$ cat config.mk
export PLATFORM = sky130hd
export DESIGN_NAME = lsu_unit
export DESIGN_NICKNAME = d
export VERILOG_FILES = /design/src/rtl/lsu_unit.sv
export SDC_FILE = /design/constraint.sdc
export NUM_CORES = 1
export LEC_CHECK = 0
export ABC_AREA = 1
export CELL_PAD_IN_SITES_DETAIL_PLACEMENT = 0
export CELL_PAD_IN_SITES_GLOBAL_PLACEMENT = 2
export CORE_MARGIN = 1.5
export CORE_UTILIZATION = 20
export CTS_BUF_LIST = sky130_fd_sc_hd__clkbuf_8
export DETAILED_ROUTE_END_ITERATION = 10
export GPL_TIMING_DRIVEN = 0
export HOLD_SLACK_MARGIN = 0.02
export PLACE_DENSITY = 0.75
export SLEW_MARGIN = 30
export SYNTH_ARGS = -nofsm -noshare
export SYNTH_HDL_FRONTEND = slang
export SYNTH_SLANG_ARGS = --single-unit
$ cat constraint.sdc
create_clock -name clk -period 1.45 [get_ports clk]
set_input_delay 0.145 -clock clk [delete_from_list [all_inputs] [get_ports clk]]
set_output_delay 0.145 -clock clk [all_outputs]
set_load 0.005 [all_outputs]
$ cat src/rtl/lsu_unit.sv
// Load/store unit: one data-memory request/response per load or store, formats load data for write-back.
// Latency: 4 cycles minimum (IDLE->REQ->RESP->DONE), 2 cycles for a misaligned access when LSU_MISALIGN_CHECK_EN is defined.
// Backpressure: request fields held stable until mem_req_ready; stall held until the response arrives.
module lsu_unit #(
    parameter int ADDR_W = 32
) (
    input  logic              clk,
    input  logic              rst,
    input  logic [2:0]        is_load,
    input  logic [2:0]        is_store,
    input  logic [ADDR_W-1:0] addr,
    input  logic [31:0]       store_data,
    output logic              stall,
    output logic              done,
    output logic              err,
    output logic [31:0]       load_data,
    output logic              mem_req_valid,
    input  logic              mem_req_ready,
    output logic [ADDR_W-1:0] mem_addr,
    output logic              mem_we,
    output logic [3:0]        mem_wmask,
    output logic [31:0]       mem_wdata,
    input  logic              mem_rsp_valid,
    input  logic [31:0]       mem_rdata
);

    localparam logic [1:0] S_IDLE = 2'd0;
    localparam logic [1:0] S_REQ  = 2'd1;
    localparam logic [1:0] S_RESP = 2'd2;
    localparam logic [1:0] S_DONE = 2'd3;

    logic [1:0]  state;
    logic        load_ok;
    logic        store_ok;
    logic        op_valid;
    logic [2:0]  op_f3;
    logic        misalign;
    logic [3:0]  wmask_n;
    logic [31:0] wdata_n;
    logic        is_ld_q;
    logic [2:0]  f3_q;
    logic [1:0]  lane_q;
    logic [7:0]  rd_byte;
    logic [15:0] rd_half;
    logic [31:0] rd_fmt;

    // Load decode takes priority, so a store code alongside a load is dropped.
    always_comb begin
        load_ok  = 1'b0;
        store_ok = 1'b0;
        case (is_load)
            3'b000, 3'b001, 3'b010, 3'b100, 3'b101: load_ok = 1'b1;
            default: ;
        endcase
        case (is_store)
            3'b000, 3'b001, 3'b010: store_ok = 1'b1;
            default: ;
        endcase
        op_valid = load_ok | store_ok;
        op_f3    = load_ok ? is_load : is_store;
    end

    always_comb begin
        wmask_n = 4'b0000;
        wdata_n = 32'h0;
        if (store_ok && !load_ok) begin
            case (is_store[1:0])
                2'b00: begin
                    wmask_n = 4'b0001 << addr[1:0];
                    wdata_n = {4{store_data[7:0]}};
                end
                2'b01: begin
                    wmask_n = addr[1] ? 4'b1100 : 4'b0011;
                    wdata_n = {2{store_data[15:0]}};
                end
                default: begin
                    wmask_n = 4'b1111;
                    wdata_n = store_data;
                end
            endcase
        end
    end

`ifdef LSU_MISALIGN_CHECK_EN
    assign misalign = ((op_f3[1:0] == 2'b01) && addr[0]) ||
                      ((op_f3[1:0] == 2'b10) && (addr[1:0] != 2'b00));
`else
    assign misalign = 1'b0;
`endif

    always_comb begin
        rd_byte = mem_rdata[{lane_q, 3'b000} +: 8];
        rd_half = mem_rdata[{lane_q[1], 4'b0000} +: 16];
        case (f3_q)
            3'b000:  rd_fmt = {{24{rd_byte[7]}}, rd_byte};
            3'b001:  rd_fmt = {{16{rd_half[15]}}, rd_half};
            3'b100:  rd_fmt = {24'h0, rd_byte};
            3'b101:  rd_fmt = {16'h0, rd_half};
            default: rd_fmt = mem_rdata;
        endcase
    end

    always_ff @(posedge clk) begin
        if (rst) begin
            state     <= S_IDLE;
            is_ld_q   <= 1'b0;
            f3_q      <= 3'b000;
            lane_q    <= 2'b00;
            mem_addr  <= '0;
            mem_we    <= 1'b0;
            mem_wmask <= 4'b0000;
            mem_wdata <= 32'h0;
            load_data <= 32'h0;
        end else begin
            case (state)
                S_IDLE: begin
                    if (op_valid) begin
                        is_ld_q <= load_ok;
                        f3_q    <= op_f3;
                        lane_q  <= addr[1:0];
                        if (misalign) begin
                            state <= S_DONE;
                        end else begin
                            state     <= S_REQ;
                            mem_addr  <= {addr[ADDR_W-1:2], 2'b00};
                            mem_we    <= ~load_ok;
                            mem_wmask <= wmask_n;
                            mem_wdata <= wdata_n;
                        end
                    end
                end
                S_REQ: begin
                    if (mem_req_ready) state <= S_RESP;
                end
                S_RESP: begin
                    // Stores treat the response as a write acknowledge only.
                    if (mem_rsp_valid) begin
                        state <= S_DONE;
                        if (is_ld_q) load_data <= rd_fmt;
                    end
                end
                default: state <= S_IDLE;
            endcase
        end
    end

`ifdef LSU_MISALIGN_CHECK_EN
    logic err_q;
    always_ff @(posedge clk) begin
        if (rst)                          err_q <= 1'b0;
        else if (state == S_IDLE && op_valid) err_q <= misalign;
    end
    assign err = (state == S_DONE) && err_q;
`else
    assign err = 1'b0;
`endif

    assign mem_req_valid = (state == S_REQ);
    assign done          = (state == S_DONE);
    assign stall         = ((state == S_IDLE) && op_valid) || (state == S_REQ) || (state == S_RESP);

endmodule
; ---- Yosys cells after proc, flatten, opt, wreduce, memory -nomap -nowiden
; Index checks and enable logic that the tools add are counted.
; Widths: inputs -> output; s select.
[word_totals]
ff_bits = 107
input_bits = 106
output_inout_bits = 105
wordCells = 58
[classes]
eq_ne = 16
shift = 3
muxes = 13
n_bitwise = 2
n_reduce_logical = 15
[op_table]
columns = cell, n
row1 = $pmux 32 s4, 1
row2 = $pmux 32 s2, 1
row3 = $mux 32, 1
row4 = $shiftx 32x6->16, 1
row5 = $shiftx 32x6->8, 1
row6 = $eq 3x3->1 const B, 4
row7 = $eq 3x1->1 const B, 3
row8 = $logic_not 3->1, 3
row9 = $mux 4, 2
row10 = $pmux 4 s2, 1
row11 = $eq 3x2->1 const B, 2
row12 = $mux 2, 3
row13 = $pmux 2 s3, 1
row14 = $reduce_and 3->1, 2
row15 = $reduce_or 5->1, 1
row16 = $eq 2x1->1 const B, 2
row17 = $eq 2x2->1 const B, 2
row18 = $logic_not 2->1, 2
row19 = $ne 2x2->1 const B, 2
row20 = $shl 1x2->4 const A, 1
row21 = $mux 3, 1
row22 = $reduce_or 3->1, 1
row23 = $logic_and 1x1->1, 2
row24 = $logic_or 1x1->1, 2
row25 = other kinds (6), 7

; ---- Longest topological paths before layout
[depth]
word_depth = 7
mapped_depth = 10
mapped_depth_nobuf = 8

; ---- Worst setup path before layout
; Ideal clock, no wire load.
[synth_path]
path_type = flip-flop to flip-flop
start = register state[0]
end = register load_data[10]
setup_ns = 0.128
arrival_time_ns = 1.357
t_required_ns = 1.322
path_slack_ns = -0.036
stages_incl_launch_ff = 8
n_path_buf = 2
period_less_slack_ns = 1.486
cell_sequence = dfxtp_1 inv_1 ha_1 nand3_1 clkinv_1 clkbuf_1 clkbuf_1 a21oi_1
[synth_via]
elab_chain_cells = 2
[synth_lines]
columns = item, line_no
row1 = "start, declared", 32  ; logic [1:0] state;
row2 = "start signal, assigned", 105  ; state <= S_IDLE;
row3 = "start signal, assigned", 122  ; state <= S_DONE;
row4 = "start signal, assigned", 124  ; state <= S_REQ;
row5 = $eq 2x2->1, 115  ; case (state)
row6 = $reduce_and 3->1 (no source line), -
row7 = "end signal, assigned", 139  ; if (is_ld_q) load_data <= rd_fmt;
row8 = "end, declared", 16  ; output logic [31:0] load_data,
; Every way passes these cells.
; A chain may end at the register's enable or synchronous reset.

; ---- Worst setup path after layout
[layout_path]
start = register state[0]
end = output stall
[layout_via]
elab_chain_cells = 4
elab_cells_between_ends = 6
classes_between = eq/ne (2) / reduce/logical (4)
[layout_lines]
columns = item, line_no
row1 = $logic_not 2->1, 160  ; assign stall = ((state == S_IDLE) && op_valid) || (state == S_REQ) || (state == S_RESP);
row2 = $logic_and 1x1->1, 160
row3 = $logic_or 1x1->1, 160
row4 = $logic_or 1x1->1 (*), 160
row5 = "end, declared", 13  ; output logic stall,
; Every way passes the cells marked *; elsewhere a longest branch is shown, timed or not.

==> flow_summary.toml <==
[clock_network]
cts_made_buffers = 9
htree_levels = 3
cts_tree = "yes"
clk_pin_slew_ns = 0.11
clock_latency_ns = 0.38
hold_buffers = 0
clock_path_buffers = 2
clockRootBuffer = "clkbuf_8"
cts.sink_count = 107

[logic_synthesis]
yosysTopAreaCellShare_pct = 42.7
synth_area_leaders = "dfxtp_1 (43%), nand2_1 (13%), o21ai_0 (11%), a21oi_1 (6.9%), nor2_1 (5.6%)"
synthArstFlopShare_pct = 0
yosys-top-cells-count = "nand2_1 (170), o21ai_0 (112), dfxtp_1 (107)"
synth-seq-area-share_pct = 42.7
syn_area_um2 = 5020
yosysTopAreaCell = "dfxtp_1"
syn_avg_cell_area_um2 = 6.86
synthDistinctLibCells = 31
ys_warn_count = 0
syn_inst = 732
synth_edf_count = 0
synth_seq_cells = 107
synth_most_common_cell = "nand2_1"
ys.flop_type = "dfxtp_1"

[sta]
rsz0062_at_grt = "yes"
fin_ws_ns = -0.0349
finalCriticalPeriod_ns = 1.48
timing.slew.headroom_pct = 63.8
finalClockSkew_ns = 0.0143
worstMarginPinSlew_ns = 0.543
period_share_pct = 102
tns_ns = -0.0471
fmax_ghz = 0.673
setup_violations = 4
finalHoldViolCount = 0
finalMaxSlewViolations = 0

[setup_path]
max_stage_delay_ns = 0.35
slowest_stage = "dfxtp_2"
path_cells = "inv_2 > ha_4 > o21ai_4 > buf_8 > nand3_2 > buf_6"
crit_path_end_kind = "primary output"
crit_arrival_ns = 1.34
start_kind = "flop"
worstPathRequired_ns = 1.31
rr_worst_depth = 8
crit_type = "flop to primary output"
cp_max_fo = 5

[power]
p_clk_share_pct = 19.2
power_leakage_nw = 3.80
internal_power_mw = 7.19
power_frac_seq_pct = 33.1
switching_share_pct = 37.4
power.total_mw = 11.5
vdd.ir_drop.worst_uv = 613
powerDensity_nw_per_um2 = 1390
combPwrFrac_pct = 47.7
power_switching_mw = 4.30

[worst_hold_path]
hold_path.class = "primary input to flop"
min_path_cells = 5

[layout]
fin_nets = 1077
antenna_cells = 0
area_delta_synth_final_pct = 64.2
finalInstanceArea_um2 = 8240
final_layout_size_suffix_gt1_share_pct = 14.8

[route]
drt_wl_total_mm = 20.2
drt-initial-drc-count = 156
drtPass1Iterations = 4
dr_total_vias = 5403
wl_per_cell_um = 15.6
drt-vias-per-instance = 4.18
drc = 0
ant_nets = 0

[global_routing]
first_global_vias = 5301
grt_max_degree = 17
overflow = 0
grt_usage_pct = 15.0
grt_first_pass_wirelength_mm = 30.2
antenna_found_initial = 0

[outcome]
outcome = "finished, violations left"
violations = "setup timing"

[die]
die-height_um = 161
core_area_um2 = 24500
start_util_pct = 20.5
die_area_um2 = 26100
die_w_um = 161
rows = 57
ios = 211

[placed_design]
place_congestion = 0.759
portBuffers = 206
hpwl_mm = 15.2
placed_area_um2 = 7490

[flow_run]
maxCapViolations = 0
[final timing paths]
| kind | start | to | slack, ns |
|---|---|---|---|
| worst max-delay path | state[0]$_SDFFE_PP0P_ | stall | -0.03 |
| worst min-delay path | is_store[1] | mem_wdata[19]$_SDFFE_PP0P_ | 0.15 |
| worst max register to register | state[1]$_SDFFE_PP0P_ | load_data[28]$_SDFFE_PP0P_ | 0 |
| worst min register to register | mem_wdata[1]$_SDFFE_PP0P_ | mem_wdata[1]$_SDFFE_PP0P_ | 0.47 |
[metrics by stage]
step           utilization, %  setup slack [ns]  hold WS [ns]  std cells
6_report                 33.7           -0.0349         0.152       1294
5_1_grt                  33.7            -0.122         0.131       1294
4_1_cts                  32.6           -0.0758         0.130       1289
3_5_place_dp             30.6             -1.07         0.459       1264
3_3_place_gp             30.6             -1.08         0.454       1264
2_1_floorplan               -            0.0150         0.288        734
[what timing repair did]
item	in CTS	in global routing
buffers inserted	11	3
cloned	0	2
gates resized for setup	84	123
setup endpoints to repair	121	148
hold endpoints to repair	0	0
pin swaps	2	8
[final cells by class]
type                            instances  area (µm²)
Fill cell                            2679       16200
Sequential cell                       107        2180
Multi-Input combinational cell        502        2450
Buffer                                 47         375
Clock inverter                          5         104
Timing Repair Buffer                  222        2290
Inverter                               78         303
Tap cell                              324         405
Clock buffer                            9         124
[routing by layer]
| metal | routed length [µm] | track usage [%] | part of all wire [%] |
|---|---|---|---|
| met4 | 142 | 2.44 | 0.70 |
| met2 | 9290 | 24.4 | 46 |
| met1 | 9280 | 19.4 | 46 |
| met5 | 0 | 0 | 0 |
| met3 | 1490 | 5.32 | 7.4 |
[power by group through the flow]
| stage | sequential (mW) | combinational, mW | clock (mW) |
|---|---|---|---|
| 2_1_floorplan | 3.86 | 2.49 | 0 |
| 3_3_place_gp | 3.84 | 4.87 | 0 |
| 3_5_place_dp | 3.85 | 4.86 | 0 |
| 4_1_cts | 3.79 | 5.37 | 2.32 |
| 5_1_grt | 3.87 | 6.06 | 2.41 |
| 6_report | 3.80 | 5.48 | 2.20 |
[worst max-delay path: cells and delay by family (launching register included)]
family,cells,cell delay [ns]
flip-flops,1,0.35
buffers and inverters,3,0.29
adder cells (fa/ha/maj),1,0.18
AO/OA/AOI/OAI,1,0.07
AND/OR/NAND/NOR,1,0.06
[cells by family after synthesis]
logic type      after synthesis  synth area share [%]
other cells                   1                0.0747
simple gates                283                  22.8
flops                       107                  42.7
fa+ha+maj                     4                 0.997
buf+inv                     125                  10.7
compound gates              212                  22.8
[state kept, by name (all words and copies together) (netlist names)]
| name | count |
|---|---|
| is_ld_q | 1 |
| f3_q | 3 |
| lane_q | 2 |
| load_data | 32 |
| mem_addr | 30 |
| state | 2 |
| mem_we | 1 |
| mem_wmask | 4 |
| mem_wdata | 32 |
[placed cells by master, fill, tap and decap left out, types with 19 or more instances in the layout]
master	n
nor2_1	73
inv_1	69
dlymetal6s2s_1	24
nand3_1	19
o21ai_1	28
dfxtp_1	75
dfxtp_2	32
nand2_1	167
o21ai_0	83
clkdlybuf4s50_1	169
a21oi_1	61
No activity file was read; power rests on OpenSTA's default activity.
